===== config.mk =====
export PLATFORM = sky130hd
export DESIGN_NAME = fetch_stage
export DESIGN_NICKNAME = d
export VERILOG_FILES = /design/src/rtl/fetch_stage.sv
export SDC_FILE = /design/constraint.sdc
export NUM_CORES = 1
export LEC_CHECK = 0
export BUFFER_PORTS_ARGS = -buffer_cell sky130_fd_sc_hd__clkbuf_2
export CAP_MARGIN = 20
export CORE_MARGIN = 1.5
export CORE_UTILIZATION = 45
export CTS_BUF_LIST = sky130_fd_sc_hd__clkbuf_8
export DETAILED_ROUTE_END_ITERATION = 10
export PLACE_DENSITY_LB_ADDON = 0.25
export SLEW_MARGIN = 20
export SYNTH_ARGS = -nofsm -noshare
export SYNTH_HDL_FRONTEND = slang
export SYNTH_SLANG_ARGS = --single-unit

===== constraint.sdc =====
create_clock -name clk -period 2.95 [get_ports clk]
set_input_delay 0.4425 -clock clk [delete_from_list [all_inputs] [get_ports clk]]
set_output_delay 0.4425 -clock clk [all_outputs]
set_load 0.02 [all_outputs]

===== src/rtl/fetch_stage.sv =====
// fetch_stage: instruction-fetch stage of the LEGv8 pipeline.
//
// Owns the program counter, drives the instruction-memory address and captures
// the fetched word into the IF/ID register. The PC advances by 4 per issued
// instruction, takes redirects from later stages and holds under back-pressure.
//
// Ports
//   clk          clock, rising edge
//   reset        synchronous, active-low
//   imem_addr    instruction-memory address (the PC register itself)
//   imem_rdata   instruction word at imem_addr, same cycle
//   redirect     redirect request from a later stage
//   redirect_pc  redirect target (low two bits dropped, flagged if non-zero)
//   id_ready     decode accepts the IF/ID slot this cycle
//   id_valid     IF/ID slot holds a real instruction
//   id_pc        address of the instruction in the slot
//   id_instr     instruction word in the slot (NOP when empty)
//   misalign     sticky: some redirect target had bits [1:0] != 0
//   fetch_count  instructions issued into IF/ID, wraps at 2^16
//   dbg_state_o  current FSM state (0 = BOOT, 1 = RUN)
//
// Handshake: the slot transfers to decode on a rising edge where
// id_valid=1 and id_ready=1. id_ready is ignored while id_valid=0, so an
// empty slot always fills on the next RUN edge.
module fetch_stage #(
  parameter int              N        = 64,
  parameter logic [N-1:0]    RESET_PC = '0,
  parameter logic [31:0]     NOP      = 32'hD503201F
) (
  input  logic         clk,
  input  logic         reset,
  output logic [N-1:0] imem_addr,
  input  logic [31:0]  imem_rdata,
  input  logic         redirect,
  input  logic [N-1:0] redirect_pc,
  input  logic         id_ready,
  output logic         id_valid,
  output logic [N-1:0] id_pc,
  output logic [31:0]  id_instr,
  output logic         misalign,
  output logic [15:0]  fetch_count,
  output logic         dbg_state_o
);

  typedef enum logic {BOOT = 1'b0, RUN = 1'b1} state_t;

  state_t       state_q, state_d;
  logic [N-1:0] pc_q, pc_d;
  logic         id_valid_q, id_valid_d;
  logic [N-1:0] id_pc_q, id_pc_d;
  logic [31:0]  id_instr_q, id_instr_d;
  logic         misalign_q, misalign_d;
  logic [15:0]  fetch_count_q, fetch_count_d;

  always_comb begin
    state_d       = state_q;
    pc_d          = pc_q;
    id_valid_d    = id_valid_q;
    id_pc_d       = id_pc_q;
    id_instr_d    = id_instr_q;
    misalign_d    = misalign_q;
    fetch_count_d = fetch_count_q;
    case (state_q)
      BOOT: state_d = RUN;
      RUN: begin
        if (redirect) begin
          // Flush: the word at the old PC is dropped, id_pc keeps its value.
          pc_d       = {redirect_pc[N-1:2], 2'b00};
          id_valid_d = 1'b0;
          id_instr_d = NOP;
          if (redirect_pc[1:0] != 2'b00) misalign_d = 1'b1;
        end else if (id_valid_q && !id_ready) begin
          // Stall: everything holds.
        end else begin
          id_pc_d       = pc_q;
          id_instr_d    = imem_rdata;
          id_valid_d    = 1'b1;
          pc_d          = pc_q + N'(4);
          fetch_count_d = fetch_count_q + 16'd1;
        end
      end
      default: state_d = BOOT;
    endcase
  end

  always_ff @(posedge clk) begin
    if (!reset) begin
      state_q       <= BOOT;
      pc_q          <= RESET_PC;
      id_valid_q    <= 1'b0;
      id_pc_q       <= '0;
      id_instr_q    <= NOP;
      misalign_q    <= 1'b0;
      fetch_count_q <= '0;
    end else begin
      state_q       <= state_d;
      pc_q          <= pc_d;
      id_valid_q    <= id_valid_d;
      id_pc_q       <= id_pc_d;
      id_instr_q    <= id_instr_d;
      misalign_q    <= misalign_d;
      fetch_count_q <= fetch_count_d;
    end
  end

  assign imem_addr   = pc_q;
  assign id_valid    = id_valid_q;
  assign id_pc       = id_pc_q;
  assign id_instr    = id_instr_q;
  assign misalign    = misalign_q;
  assign fetch_count = fetch_count_q;
  assign dbg_state_o = (state_q == RUN);

endmodule


==> results of run 1 <==
## power groups by stage
stage | combinational (W) | clock [W] | sequential [W]
floorplan | 0.000333 | 0 | 0.00271
global placement | 0.000715 | 0 | 0.00263
detailed placement | 0.000721 | 0 | 0.00263
CTS | 0.000723 | 0.00208 | 0.00258
global route | 0.000787 | 0.00217 | 0.00260
finish | 0.000724 | 0.00206 | 0.00258
## per-layer routing
layer / global-route usage / wire length, microns / vias up
met5: 0 / 0 / -
met4: 0.0865 / 429 / 0
met3: 0.0765 / 2590 / 31
met2: 0.456 / 12500 / 410
met1: 0.397 / 12100 / 4120
li1: - / - / 4269
## cells by family after synthesis
family | share of synthesized area
simple gates | 0.287
compound gates | 0.197
flops | 0.432
buf+inv | 0.0477
mux | 0.0204
xor+xnor | 0.0119
fa+ha+maj | 0.00309
other cells | 0.000463
## registers in the layout (all words and copies together), names as in the netlist
| signal | count |
|---|---|
| misalign | 1 |
| id_instr | 32 |
| dbg_state_o | 1 |
| imem_addr | 62 |
| fetch_count | 16 |
| id_valid | 1 |
| id_pc | 62 |
## metrics by stage
step,cell area (sq um),total power [W],hold slack (ns)
after floorplan,8120,0.00305,0.470
after global placement,9740,0.00334,0.433
after detailed placement,9740,0.00335,0.446
after CTS,10200,0.00539,0.149
after global routing,10200,0.00556,0.157
final,10200,0.00537,0.168
## cells in the mapped netlist, drive strengths merged, types with 3 or more instances
master and count:
nand2 222, dfxtp 175, a21oi 107, nor2 89
clkbuf 66, nand3 61, o21ai 29, nor3 27
nand4 26, a22oi 22, o22ai 21, and3 18
buf 17, nor4 15, or3 14, inv 13
mux2i 12, a211oi 10, a31oi 10, or4 8
xor2 8, o31ai 7, nand2b 6, o211ai 6
and4 5, o311a 5, and2 4, mux2 4
o41ai 4, a21o 3, a221oi 3, a311oi 3
o311ai 3, o31a 3, xnor2 3
## cell type report
type,count,share of cell area
antenna,1,0.000245
clock buffer,17,0.0229
clock inverter,15,0.0247
inverter,13,0.00502
multi-input combinational,789,0.416
sequential,175,0.343
tap,225,0.0275
timing repair buffer,304,0.161
## worst min-delay path, cell delays in order
cell	delay, ns
clkbuf_2	0.07
o22ai_1	0.05
nand2_1	0.05
## worst paths after layout
kind,from,end,slack (ns),depth (start not counted)
worst min register to register,id_pc[12],id_pc[12],0.46,2
worst max register to register,imem_addr[8],imem_addr[55],0.27,6
worst min-delay path,imem_rdata[13],id_instr[13],0.17,3
worst max-delay path,imem_addr[8],imem_addr[55],0.27,6
==> summary.txt, run 1 <==
Worst hold path
  – Class of the worst hold path: input pin to flop

Power
  – Clock share of power: 0.384
  – Sequential power share: 0.481
  – Internal: approximately 0.0038 W
  – Switching share of power: 0.288
  – Gate power share: 0.135
  – Cell Pwr Density: between 500 and 600 nW/um^2
  – VDD IR-drop max: between 0.3 and 0.4 mV
  – Leak Pwr: between 4 and 5 nW
  – Sw power: between 0.0015 and 0.002 W

Global route
  – Vias in the first global route: 7938
  – Total grt overflow: 0
  – Antenna violations before repair: 0
  – Pin count of the biggest net entering global routing: between 100 and 150
  – First-pass GRT wire length: between 40 and 50 mm
  – GR Util All Layers: 0.292

Finish
  – Multi-input gate area: about 4300 sq um
  – Layout Nets: 1402
  – Filler cells: roughly 1700
  – Final core utilization: 0.587
  – Commonest cells after routing, fill and taps aside: clkbuf_2 (274), nand2_1 (222), dfxtp_1 (175), a21oi_1 (107), nor2_1 (88)
  – Share of cells above drive strength 1: 0.268
  – Sequential cell area: between 3000 and 4000 sq um
  – Layout Cells excl Fill: about 1500
  – Area growth syn-to-layout: 26.2%
  – Commonest non-fill, non-tap cell in the layout: clkbuf_2

Worst setup path
  – Critical path's largest stage delay: between 0.6 and 0.7 ns
  – Critical Path AT: ~3.0 ns
  – Worst path cell trace: nand3_1 -> or4_4 -> or3_1 -> o31a_1 -> o311ai_1 -> o41ai_1
  – CP Max Fanout: 9
  – Setup crit start kind: flop
  – Slowest CP cell: or4_4
  – CP delay by family, top: simple AND/OR/NAND/NOR gates
  – Critical path required time: 3.30 ns
  – Kind of critical path: flop to flop
  – CP bufs+invs: 0
  – Critical path endpoint category: flop

Synth
  – Post-synth ARST share: 0
  – Sequential fraction of the synthesis area: 0.432
  – Library cells used by synthesis: 64
  – Synth warnings: 0
  – Mapped Avg Cell Area: roughly 7.7 sq um
  – Post-synth EDFFs: 0
  – Yosys top cell by area: dfxtp_1
  – Mapped Area: a little over 8000 sq um
  – Post-Syn Instances: between 1000 and 1500
  – Synth Register Bits: between 150 and 200
  – Yosys top cell area share: 0.432
  – Top cells by area, synth: dfxtp_1 (43%), nand2_1 (10%), a21oi_1 (6.6%)
  – Most used flip-flop cell after synthesis: dfxtp_1

Clock network
  – CTS tree: yes
  – Worst skew pair latency: 0.48 ns
  – Clock slew at reported path FFs: ~0.10 ns
  – Post_cts resized: 0
  – Post-CTS setup buffer count: 0
  – Root Buffer Master: clkbuf_8
  – Post-CTS Hold Fix Bufs: 0
  – H-tree depth: 4
  – Total CTS buffers: 17
  – Clk sinks: 175
  – Clock Path Buffers: 2

Die
  – Io pins: about 280
  – Full die area: 18800 sq um
  – Die Y: around 140 microns
  – Die W: between 100 and 150 microns
  – Core Region: around 17000 sq um
  – Row Count: 48
  – Initial Util: 0.465

Timing
  – F_max: between 300 and 400 MHz
  – Setup TNS: 0 ns
  – Final Setup Violations: 0
  – Hold Vio Cnt, Final: 0
  – Post-route setup slack: 0.266 ns
  – Relative slew slack: 0.516
  – Tmin final: between 2 and 3 ns
  – Fin. max-slew vios: 0
  – Worst-margin pin slew: ~0.72 ns
  – Final Skew: 0.0139 ns
  – RSZ-0062 raised after global routing: false
  – Final period util: 0.910

Route
  – First-pass iteration count of the detailed router: 6
  – Initial DRC count: around 740
  – Routed WL per cell: roughly 18 microns
  – Vias per inst: ~5.7
  – Vias: between 8000 and 9000
  – DR DRC count: 0
  – Final ANT Viol Nets: 0
  – DRT Wirelength: approximately 28 mm

Place
  – Worst slack at placement: between 0.2 and 0.3 ns
  – Number of buffers inserted by port buffering: between 200 and 300
  – Detailed Place HPWL: roughly 19 mm
  – Placed insts: roughly 1500
  – RePlAce Congestion: 0.869

Flow run
  – Max Cap Viol: 0

Outcome
  – Outcome: finished, final reports clean
Power figures use the tool's default switching activity.
==> inputs of run 2 (changes only) <==
CTS_BUF_LIST = default   (was sky130_fd_sc_hd__clkbuf_8)
==> run 2 against run 1 <==
Sequential share of layout area fell by 0.62 points. Routed wire length is 0.38% higher. Die area did not move. First-iteration DRC count decreased by 6.3%. Critical path type unchanged.
==> summary.txt, run 2 (synthesis gave the netlist of run 1 again) <==
Worst hold path
  – Class of the worst hold path: input pin to flop

Clock network
  – H-tree depth: 4 (unchanged)
  – CTS tree: yes
  – Worst skew pair latency: 0.45 ns (-0.03 ns)
  – Total CTS buffers: 17 (unchanged)
  – Clock Path Buffers: 2 (unchanged)
  – Post_cts resized: 0 (unchanged)
  – Post-CTS setup buffer count: 0 (unchanged)
  – Clk sinks: 175 (unchanged)
  – Post-CTS Hold Fix Bufs: 0 (unchanged)
  – Clock slew at reported path FFs: 0.07 ns (-0.03 ns)
  – Root Buffer Master: clkbuf_16

Route
  – DR DRC count: 0 (unchanged)
  – First-pass iteration count of the detailed router: 5 (-1)
  – Initial DRC count: 697 (-6.3%)
  – DRT Wirelength: 27.7 mm (+0.38%)
  – Vias: 8801 (-0.33%)
  – Vias per inst: 5.72 (-0.26%)
  – Routed WL per cell: 18.0 microns (+0.45%)
  – Final ANT Viol Nets: 0 (unchanged)

Global route
  – Total grt overflow: 0 (unchanged)
  – GR Util All Layers: 0.293 (+0.00109)
  – First-pass GRT wire length: 42.6 mm (+0.31%)
  – Pin count of the biggest net entering global routing: 137 (unchanged)
  – Antenna violations before repair: 1 (+1)
  – Vias in the first global route: 7924 (-0.18%)

Die
  – Die W: 137 microns (unchanged)
  – Row Count: 48 (unchanged)
  – Initial Util: 0.465 (unchanged)
  – Core Region: 17400 sq um (unchanged)
  – Die Y: 137 microns (unchanged)
  – Io pins: 279 (unchanged)
  – Full die area: 18800 sq um (unchanged)

Finish
  – Layout Cells excl Fill: 1538 (-0.065%)
  – Commonest non-fill, non-tap cell in the layout: clkbuf_2
  – Filler cells: 1656 (-1.0%)
  – N_diodes: 0 (-1)
  – Commonest cells after routing, fill and taps aside: clkbuf_2 (274), nand2_1 (222), dfxtp_1 (175), a21oi_1 (107), nor2_1 (88)
  – Multi-input gate area: 4260 sq um (unchanged)
  – Share of cells above drive strength 1: 0.268 (unchanged)
  – Layout Nets: 1402 (unchanged)
  – Sequential cell area: 3500 sq um (unchanged)
  – Area growth syn-to-layout: 28.5%

Power
  – Leak Pwr: 4.28 nW (+2.0%)
  – Gate power share: 0.122 (-0.013)
  – Switching share of power: 0.274 (-0.0139)
  – Clock share of power: 0.444 (+0.060)
  – VDD IR-drop max: 0.441 mV (+44%)
  – Internal: 0.00432 W (+13%)
  – Sw power: 0.00163 W (+5.6%)
  – Sequential power share: 0.434 (-0.047)
  – Cell Pwr Density: 571 nW/um^2 (+8.9%)

Worst setup path
  – Setup crit start kind: flop
  – Critical path required time: 3.27 ns (-0.03 ns)
  – CP bufs+invs: 0 (unchanged)
  – CP delay by family, top: simple AND/OR/NAND/NOR gates
  – Critical Path AT: 2.98 ns (-0.06 ns)
  – Critical path's largest stage delay: 0.63 ns (about the same)
  – Worst path cell trace: nand3_1 -> or4_4 -> or3_1 -> o31a_1 -> o311ai_1 -> o41ai_1
  – CP Max Fanout: 9 (unchanged)
  – Critical path endpoint category: flop
  – Kind of critical path: flop to flop
  – Slowest CP cell: or4_4

Place
  – RePlAce Congestion: 0.869 (unchanged)
  – Placed insts: 1506 (unchanged)
  – Detailed Place HPWL: 19.0 mm (unchanged)
  – Number of buffers inserted by port buffering: 274 (unchanged)

Timing
  – Tmin final: 2.66 ns (-0.0250 ns)
  – RSZ-0062 raised after global routing: false
  – Relative slew slack: 0.503 (-0.0131)
  – Hold Slack: 0.204 ns (+0.0352 ns)
  – F_max: 376 MHz (+0.94%)
  – Final Setup Violations: 0 (unchanged)
  – Hold Vio Cnt, Final: 0 (unchanged)
  – Worst-margin pin slew: 0.746 ns (+0.0224 ns)
  – Setup TNS: 0 ns (unchanged)
  – Final period util: 0.901 (-0.00848)
  – Final Skew: 0.0112 ns (-0.00270 ns)
  – Fin. max-slew vios: 0 (unchanged)

Outcome
  – Outcome: finished, final reports clean

Flow run
  – Max Cap Viol: 0 (unchanged)
==> run 2: cell types whose count changed in the layout (fill, tap and decap cells not counted), sizes merged <==
cell	before	now
diode	1	0
clkbuf	291	292
inv	19	18
==> run 2: layout make-up <==
class,instances,area share
clock inverters,14,0.0239
inverters,13,0.00492
clock buffers,18,0.0412
well taps,225,0.0270
repair buffers,304,0.158
multi-input cells,789,0.409
flip-flops and latches,175,0.336
==> run 2: worst paths after layout <==
kind | from | to | slack [ns] | depth (start not counted)
setup / recovery | imem_addr[8] | imem_addr[55] | 0.29 | 6
hold / removal | imem_rdata[13] | id_instr[13] | 0.20 | 3
setup reg to reg | imem_addr[8] | imem_addr[55] | 0.29 | 6
hold reg to reg | id_pc[12] | id_pc[12] | 0.45 | 2
==> run 2: power groups by stage <==
stage	combinational, W	sequential, W	clock (W)
2_1_floorplan	0.000333	0.00271	0
3_3_place_gp	0.000715	0.00263	0
3_5_place_dp	0.000721	0.00263	0
4_1_cts	0.000724	0.00258	0.00266
5_1_grt	0.000787	0.00260	0.00274
6_report	0.000724	0.00258	0.00264
==> run 2: metal layers <==
layer / global-route usage / wire [microns] / vias to the layer above
li1: - / - / 4271
met1: 0.388 / 12100 / 4079
met2: 0.460 / 12600 / 412
met3: 0.0920 / 2600 / 37
met4: 0.0836 / 417 / 2
met5: 0 / 13 / -
==> run 2: tightest hold or removal path: stages <==
cell	delay (ns)
clkbuf_2	0.07
o22ai_1	0.05
nand2_1	0.05
==> run 2: metrics by stage <==
step / setup WS, ns / util / cell area (sq um) / total power [W]
finish: 0.291 / 0.598 / 10400 / 0.00595
global route: 0.141 / 0.598 / 10400 / 0.00613
CTS: 0.305 / 0.598 / 10400 / 0.00596
detailed placement: 0.280 / 0.559 / 9740 / 0.00335
global placement: 0.416 / 0.559 / 9740 / 0.00334
floorplan: 0.297 / - / 8120 / 0.00305
